--- src/rtl/iir_inv_pkg.sv ---
// Shared sizes, state encoding and fixed-point constants for the inverse IIR equalizer.
package iir_inv_pkg;

    localparam int ORDER = 10;
    localparam int DW    = 32;
    localparam int CW    = 18;
    localparam int FRAC  = 16;
    localparam int ACCW  = 64;

    // Wide enough for the issue index, which runs 1 .. 2*ORDER+1
    localparam int IDXW = $clog2(2 * ORDER + 2);

    // Q1.16 unity gain
    localparam logic signed [CW-1:0] ONE = CW'(65536);

    // Output clamp limits, expressed at accumulator width
    localparam logic signed [ACCW-1:0] SAT_MAX = (64'sd1 <<< (DW - 1)) - 64'sd1;
    localparam logic signed [ACCW-1:0] SAT_MIN = -(64'sd1 <<< (DW - 1));

    typedef enum logic [1:0] {
        IDLE,
        MAC_NUM,
        MAC_DEN,
        OUT
    } state_t;

endpackage

--- src/rtl/iir_inv_mac.sv ---
// Serial multiply-accumulate: registered signed product, 64-bit add/subtract
// accumulator, and the arithmetic-shift / clamp stage that forms x[n].
module iir_inv_mac
    import iir_inv_pkg::*;
(
    input  logic                 clk,
    input  logic                 rst,
    input  logic                 acc_clr,
    input  logic                 vld_p0,
    input  logic                 sub_p0,
    input  logic signed [DW-1:0] smp_p0,
    input  logic signed [CW-1:0] coef_p0,
    output logic signed [DW-1:0] res_data,
    output logic                 res_sat
);

    logic signed [DW+CW-1:0] prod_p1;
    logic                    sub_p1;
    logic                    vld_p1;
    logic signed [ACCW-1:0]  acc;
    logic signed [ACCW-1:0]  acc_next;
    logic        [DW:0]      sat_word;

    // Drop Q1.16 fraction bits, then clamp to the sample range; MSB flags a clamp
    function automatic logic [DW:0] shift_sat(input logic signed [ACCW-1:0] v);
        logic signed [ACCW-1:0] s;
        s = v >>> FRAC;
        if (s > SAT_MAX)
            return {1'b1, SAT_MAX[DW-1:0]};
        else if (s < SAT_MIN)
            return {1'b1, SAT_MIN[DW-1:0]};
        else
            return {1'b0, s[DW-1:0]};
    endfunction

    // ---- stage p0 -> p1: product register ----
    // Control for the product stage follows the operand valid
    always_ff @(posedge clk or negedge rst) begin
        if (!rst) begin
            vld_p1 <= 1'b0;
            sub_p1 <= 1'b0;
        end else begin
            vld_p1 <= vld_p0;
            sub_p1 <= sub_p0;
        end
    end

    // Full-precision signed product, no truncation
    always_ff @(posedge clk) begin
        prod_p1 <= smp_p0 * coef_p0;
    end

    // ---- stage p1 -> accumulator ----
    // Next accumulator value; also feeds the output stage so the final tap is included
    always_comb begin
        acc_next = acc;
        if (vld_p1) begin
            if (sub_p1)
                acc_next = acc - ACCW'(prod_p1);
            else
                acc_next = acc + ACCW'(prod_p1);
        end
    end

    // Accumulator register, cleared when a new sample is accepted
    always_ff @(posedge clk or negedge rst) begin
        if (!rst)
            acc <= '0;
        else if (acc_clr)
            acc <= '0;
        else
            acc <= acc_next;
    end

    // Shift and clamp of the running sum
    always_comb begin
        sat_word = shift_sat(acc_next);
        res_sat  = sat_word[DW];
        res_data = sat_word[DW-1:0];
    end

endmodule

--- src/rtl/iir_inverse_serial.sv ---
// Time-multiplexed inverse IIR: x[n] = sat((sum a[k]y[n-k] - sum b[k]x[n-k]) >>> FRAC).
// Tap products are issued one cycle ahead of the accumulate, so tap 0 is issued
// straight from in_data in the accepting cycle.
module iir_inverse_serial
    import iir_inv_pkg::*;
(
    input  logic                 clk,
    input  logic                 rst,
    input  logic                 in_valid,
    output logic                 in_ready,
    input  logic signed [DW-1:0] in_data,
    output logic                 out_valid,
    input  logic                 out_ready,
    output logic signed [DW-1:0] out_data,
    output logic                 out_sat,
    input  logic                 coef_we,
    input  logic                 coef_sel,
    input  logic        [3:0]    coef_addr,
    input  logic signed [CW-1:0] coef_data,
    input  logic                 clr
);

    state_t                 state, state_nxt;
    logic [IDXW-1:0]        idx;
    logic signed [DW-1:0]   y_lat;
    logic signed [DW-1:0]   y_hist [1:ORDER];
    logic signed [DW-1:0]   x_hist [1:ORDER];
    logic signed [CW-1:0]   a_coef [0:ORDER];
    logic signed [CW-1:0]   b_coef [1:ORDER];

    logic                   accept;
    logic                   coef_wr;
    logic                   hist_clr;
    logic                   load_out;
    logic                   iss_vld;
    logic                   iss_sub;
    logic signed [DW-1:0]   iss_smp;
    logic signed [CW-1:0]   iss_coef;
    logic signed [DW-1:0]   res_data;
    logic                   res_sat;

    assign accept   = (state == IDLE) && in_valid;
    assign coef_wr  = (state == IDLE) && coef_we;
    assign hist_clr = (state == IDLE) && clr;
    assign load_out = (state == MAC_DEN) && (idx == IDXW'(2 * ORDER + 1));

    // State register
    always_ff @(posedge clk or negedge rst) begin
        if (!rst)
            state <= IDLE;
        else
            state <= state_nxt;
    end

    // Next state and handshake outputs
    always_comb begin
        state_nxt = state;
        in_ready  = 1'b0;
        out_valid = 1'b0;
        case (state)
            IDLE: begin
                in_ready = 1'b1;
                if (in_valid)
                    state_nxt = MAC_NUM;
            end
            MAC_NUM: begin
                if (idx == IDXW'(ORDER + 1))
                    state_nxt = MAC_DEN;
            end
            MAC_DEN: begin
                if (idx == IDXW'(2 * ORDER + 1))
                    state_nxt = OUT;
            end
            OUT: begin
                out_valid = 1'b1;
                if (out_ready)
                    state_nxt = IDLE;
            end
            default: state_nxt = IDLE;
        endcase
    end

    // Issue index: 1..ORDER numerator taps, ORDER+1..2*ORDER denominator taps
    always_ff @(posedge clk or negedge rst) begin
        if (!rst)
            idx <= '0;
        else if (state == IDLE)
            idx <= IDXW'(1);
        else if ((state == MAC_NUM) || (state == MAC_DEN))
            idx <= idx + IDXW'(1);
        else
            idx <= '0;
    end

    // Operand select; a same-cycle write to a[0] is forwarded to the tap-0 issue
    always_comb begin
        iss_vld  = 1'b0;
        iss_sub  = 1'b0;
        iss_smp  = in_data;
        iss_coef = a_coef[0];
        if (state == IDLE) begin
            iss_vld = in_valid;
            if (coef_wr && !coef_sel && (coef_addr == 4'd0))
                iss_coef = coef_data;
        end else if ((state == MAC_NUM) || (state == MAC_DEN)) begin
            for (int k = 1; k <= ORDER; k++) begin
                if (idx == IDXW'(k)) begin
                    iss_vld  = 1'b1;
                    iss_smp  = y_hist[k];
                    iss_coef = a_coef[k];
                end
                if (idx == IDXW'(k + ORDER)) begin
                    iss_vld  = 1'b1;
                    iss_sub  = 1'b1;
                    iss_smp  = x_hist[k];
                    iss_coef = b_coef[k];
                end
            end
        end
    end

    // Hold y[n] until it shifts into the history at the end of the sample
    always_ff @(posedge clk) begin
        if (accept)
            y_lat <= in_data;
    end

    // History lines: clear in IDLE, shift in y[n] and saturated x[n] on entry to OUT
    always_ff @(posedge clk or negedge rst) begin
        if (!rst) begin
            for (int k = 1; k <= ORDER; k++) begin
                y_hist[k] <= '0;
                x_hist[k] <= '0;
            end
        end else if (hist_clr) begin
            for (int k = 1; k <= ORDER; k++) begin
                y_hist[k] <= '0;
                x_hist[k] <= '0;
            end
        end else if (load_out) begin
            y_hist[1] <= y_lat;
            x_hist[1] <= res_data;
            for (int k = 2; k <= ORDER; k++) begin
                y_hist[k] <= y_hist[k-1];
                x_hist[k] <= x_hist[k-1];
            end
        end
    end

    // Coefficient bank: identity after reset; writes land only in IDLE, b[0] is fixed at 1.0
    always_ff @(posedge clk or negedge rst) begin
        if (!rst) begin
            a_coef[0] <= ONE;
            for (int k = 1; k <= ORDER; k++) begin
                a_coef[k] <= '0;
                b_coef[k] <= '0;
            end
        end else if (coef_wr) begin
            for (int k = 0; k <= ORDER; k++) begin
                if (!coef_sel && (coef_addr == 4'(k)))
                    a_coef[k] <= coef_data;
            end
            for (int k = 1; k <= ORDER; k++) begin
                if (coef_sel && (coef_addr == 4'(k)))
                    b_coef[k] <= coef_data;
            end
        end
    end

    iir_inv_mac u_mac (
        .clk      (clk),
        .rst      (rst),
        .acc_clr  (accept),
        .vld_p0   (iss_vld),
        .sub_p0   (iss_sub),
        .smp_p0   (iss_smp),
        .coef_p0  (iss_coef),
        .res_data (res_data),
        .res_sat  (res_sat)
    );

    // ---- accumulator -> output register ----
    // Result register, stable while OUT waits for out_ready
    always_ff @(posedge clk or negedge rst) begin
        if (!rst) begin
            out_data <= '0;
            out_sat  <= 1'b0;
        end else if (load_out) begin
            out_data <= res_data;
            out_sat  <= res_sat;
        end
    end

endmodule

--- config.mk ---
export PLATFORM = sky130hd
export DESIGN_NAME = iir_inverse_serial
export DESIGN_NICKNAME = d
export VERILOG_FILES = /design/src/rtl/iir_inv_pkg.sv /design/src/rtl/iir_inv_mac.sv /design/src/rtl/iir_inverse_serial.sv
export SDC_FILE = /design/constraint.sdc
export NUM_CORES = 2
export LEC_CHECK = 0
export ABC_AREA = 1
export ABC_CLOCK_PERIOD_IN_PS = 9200
export CORE_ASPECT_RATIO = 1.1
export CORE_MARGIN = 5
export CORE_UTILIZATION = 53
export CTS_CLUSTER_SIZE = 14
export DETAILED_ROUTE_END_ITERATION = 7
export PLACE_DENSITY_LB_ADDON = 0.05
export SKIP_LAST_GASP = 1
export SYNTH_ARGS = -nofsm -noshare
export SYNTH_HDL_FRONTEND = slang
export SYNTH_SLANG_ARGS = --single-unit
--- constraint.sdc ---
create_clock -name clk -period 9.2 [get_ports clk]
set_input_delay 1.38 -clock clk [delete_from_list [all_inputs] [get_ports clk]]
set_output_delay 1.38 -clock clk [all_outputs]
set_load 0.1 [all_outputs]
==> metrics.json <==
{
  "synth.avg_cell_area_um2": 7.52,
  "clock_tree.root_cell": "clkbuf_16",
  "drt_iter0_markers": 7738,
  "cts-htree-levels": 4,
  "number_of_global_route_vias_before_repair": 75100,
  "chipWidth_um": 389,
  "gr-total-overflow": 0,
  "grt_first_pass_wirelength_mm": 461,
  "critical_path.max_fanout": 7,
  "place_area_um2": 90600,
  "routabilityCongestion": 0.977,
  "worst_path_required_time_ps": 9900,
  "end_kind": "register",
  "run_status": "finished clean",
  "rsz0062_at_grt": "true",
  "io-pin-count": 96,
  "finalSetupViolCount": 0,
  "cap_violations": 0,
  "floorplan.core_area_um2": 158000,
  "critPathArrivalTime_ps": 9600,
  "async_reset_ff_frac": 0.932,
  "cts-root-to-sink-buffers": 3,
  "die_area_um2": 166000,
  "combined_area_of_all_synthesized_cells_um2": 83800,
  "layout_common_cells": "nand2_1, inv_1, o21ai_0, dfrtp_1, nand3_1",
  "grt_antenna_before_repair": 4,
  "floorplan.initialDensity": 0.531,
  "synthesis.nets": 12000,
  "final_design_area_no_fill_um2": 97300,
  "globalRoute.busiestLayer": "met2",
  "max-slew-margin-rel": 0.200,
  "hold_viol": 0,
  "grt.met1_usage": 0.491,
  "worst_slew_pin_slew_ps": 1200,
  "grt_util_met3": 0.0725,
  "grt_max_degree": 227,
  "first_pass_iters": 8,
  "rows": 153,
  "hold_class": "register to register",
  "skew_ps": 44.1,
  "timing.fmax_mhz": 112,
  "detail_route.wl_per_cell_um": 22.4,
  "cts_sinks": 1206,
  "critical_path.most_common_cell": "nand2_2",
  "drt_drc_violations_left": 0,
  "synth_enable_flop_cells": 32,
  "fin_crit_sh": 0.967,
  "critical_path_class": "register to register",
  "placement.io_buffers": 95,
  "vias": 76500,
  "ys_seq_area_frac": 0.359,
  "final_critical_path_time_including_i_o_delays_and_setup_ps": 8900,
  "groute.layer.met2.usage": 0.569,
  "timing.critical_path.max_delay_family": "adder cells",
  "final_core_utilization": 0.617,
  "max_stage_delay_ps": 620,
  "synthFlopType": "dfrtp_1",
  "worst_skew_pair.late_latency_ps": 810,
  "route.final.wire_length_mm": 305,
  "critPathBufInv": 17,
  "critical_path.startpoint_type": "register",
  "number_of_buffers_added_by_the_clock_tree_synthesis_step": 137,
  "antenna_violating_nets_left": 0,
  "chipHeight_um": 427,
  "fraction_of_layout_cells_with_a_size_suffix_above_1": 0.116,
  "netlist_instances": 11100,
  "crit_slowest_cell": "fa_1",
  "groute.usage.overall": 0.362,
  "cts_tree": "built",
  "hpwlAfterDp_mm": 213,
  "ctsHoldBuffers": 0,
  "synthesis.yosys.warnings": 0,
  "layout_commonest_cell": "nand2_1",
  "ys_ff_latch": 1206,
  "clk_pin_slew_worst_paths_ps": 60,
  "fillerInstances": 14300,
  "area_delta_synth_final_pct": 16.1,
  "fin_nets": 12200,
  "report.final.slew_viol_count": 0,
  "ys_types": 58,
  "via_per_instance_ratio": 5.62
}
[repair_timing]
action / CTS / global route
pin swaps: 2 / 120
cloned: 0 / 12
resized for setup: 18 / 393
buffers inserted: 1 / 44
endpoints found under the setup margin: 13 / 24
[worst paths after layout]
| path | startpoint | end | slack (ps) | cells after the start |
|---|---|---|---|---|
| max | idx[0] | u_mac.prod_p1[43] | 300 | 60 |
| min | x_hist[14] | x_hist[14] | 470 | 2 |
| max reg2reg | idx[0] | u_mac.prod_p1[43] | 300 | 60 |
| min reg2reg | x_hist[14] | x_hist[14] | 470 | 2 |
| max in group asynchronous | rst | b_coef[104] | 6580 | 3 |
| min in group asynchronous | rst | a_coef[3] | 620 | 1 |
[registers in the layout, summed over array words and instances (netlist names)]
register and flops:
u_mac.prod_p1 50, x_hist 320, y_lat 32, state 2, b_coef 180, out_data 32, u_mac.vld_p1 1, y_hist 320
a_coef 198, idx 5, out_sat 1, u_mac.sub_p1 1, u_mac.acc 64
[synth_stat cells, types with 3 or more instances]
library cell	number	area share
edfxtp_1	32	0.011
fa_1	555	0.13
o21ai_2	5	0.00052
nor4_1	18	0.0013
dfrtp_1	1123	0.34
dfxtp_1	50	0.012
nand2_1	3290	0.15
buf_2	97	0.0058
nand4_1	27	0.0020
buf_6	6	0.00081
o21a_1	17	0.0015
nand3_1	852	0.051
a21o_1	8	0.00072
buf_4	30	0.0027
nand2_2	30	0.0022
o31ai_1	137	0.012
a31oi_1	21	0.0016
a21oi_1	401	0.024
or2_2	54	0.0040
a21boi_0	6	0.00054
nor3_2	5	0.00060
nor2_2	28	0.0021
o211ai_1	10	0.00090
nor2_1	324	0.015
inv_2	30	0.0013
and2_1	3	0.00022
xor2_1	98	0.010
a211oi_1	5	0.00045
o21ai_1	13	0.00078
o21ai_0	1243	0.074
o21bai_1	42	0.0038
o221ai_1	3	0.00031
nor3_1	25	0.0015
xnor2_1	53	0.0055
ha_1	193	0.029
clkinv_1	4	0.00018
clkbuf_1	491	0.022
buf_1	22	0.00099
inv_1	1770	0.079
[stage by stage]
step,instances,hold slack [ps],setup TNS [ps],setup WS [ps]
after global placement,13300,448,-3660,-356
after detailed placement,13300,453,-3510,-327
final,13600,466,0,302
after global routing,13600,487,-708,-125
after CTS,13600,467,0,1.09
after floorplan,11100,437,0,812
[routing by layer]
layer  up-vias  share of wire
met3       700          0.086
met2      3327           0.45
met4         2          0.052
met5         -       0.000046
met1     37300           0.41
li1      35200              -
[cell families (layout without fill, tap and decap cells)]
family	count (synthesis)	count (layout)	synth area share
AND/OR/NAND/NOR	4662	4663	0.227
buffers and inverters	2453	2832	0.113
AO/OA/AOI/OAI	1924	1924	0.123
flip-flops	1206	1206	0.359
adder cells (fa/ha/maj)	748	748	0.161
XOR/XNOR	151	151	0.0158
multiplexers	1	1	0.000119
other	0	5	0
[cell type report]
| type | count | area, µm² | share of cell area |
|---|---|---|---|
| multi-input combinational | 7487 | 45500 | 0.467 |
| sequential | 1206 | 30100 | 0.309 |
| timing repair buffer | 774 | 7600 | 0.0781 |
| inverter | 1805 | 6850 | 0.0704 |
| clock buffer | 203 | 3990 | 0.0410 |
| tap | 2092 | 2620 | 0.0269 |
| clock inverter | 48 | 656 | 0.00674 |
| timing repair inverter | 2 | 15.0 | 0.000154 |
| antenna | 5 | 12.5 | 0.000129 |
[worst reg2reg max path, delay by kind of cell (launching register included)]
kind / cells / cell delay [ps]
AOI/OAI and AO/OA: 4 / 350
xor gates and xnor gates: 1 / 140
adders and majority gates: 8 / 3560
buffers and inverters: 17 / 1610
DFF: 1 / 450
and+or+nand+nor: 30 / 2690
Power is left out: the tool's default activity adds up to more than one toggle a clock period on the data nets, which glitch-free logic cannot reach.
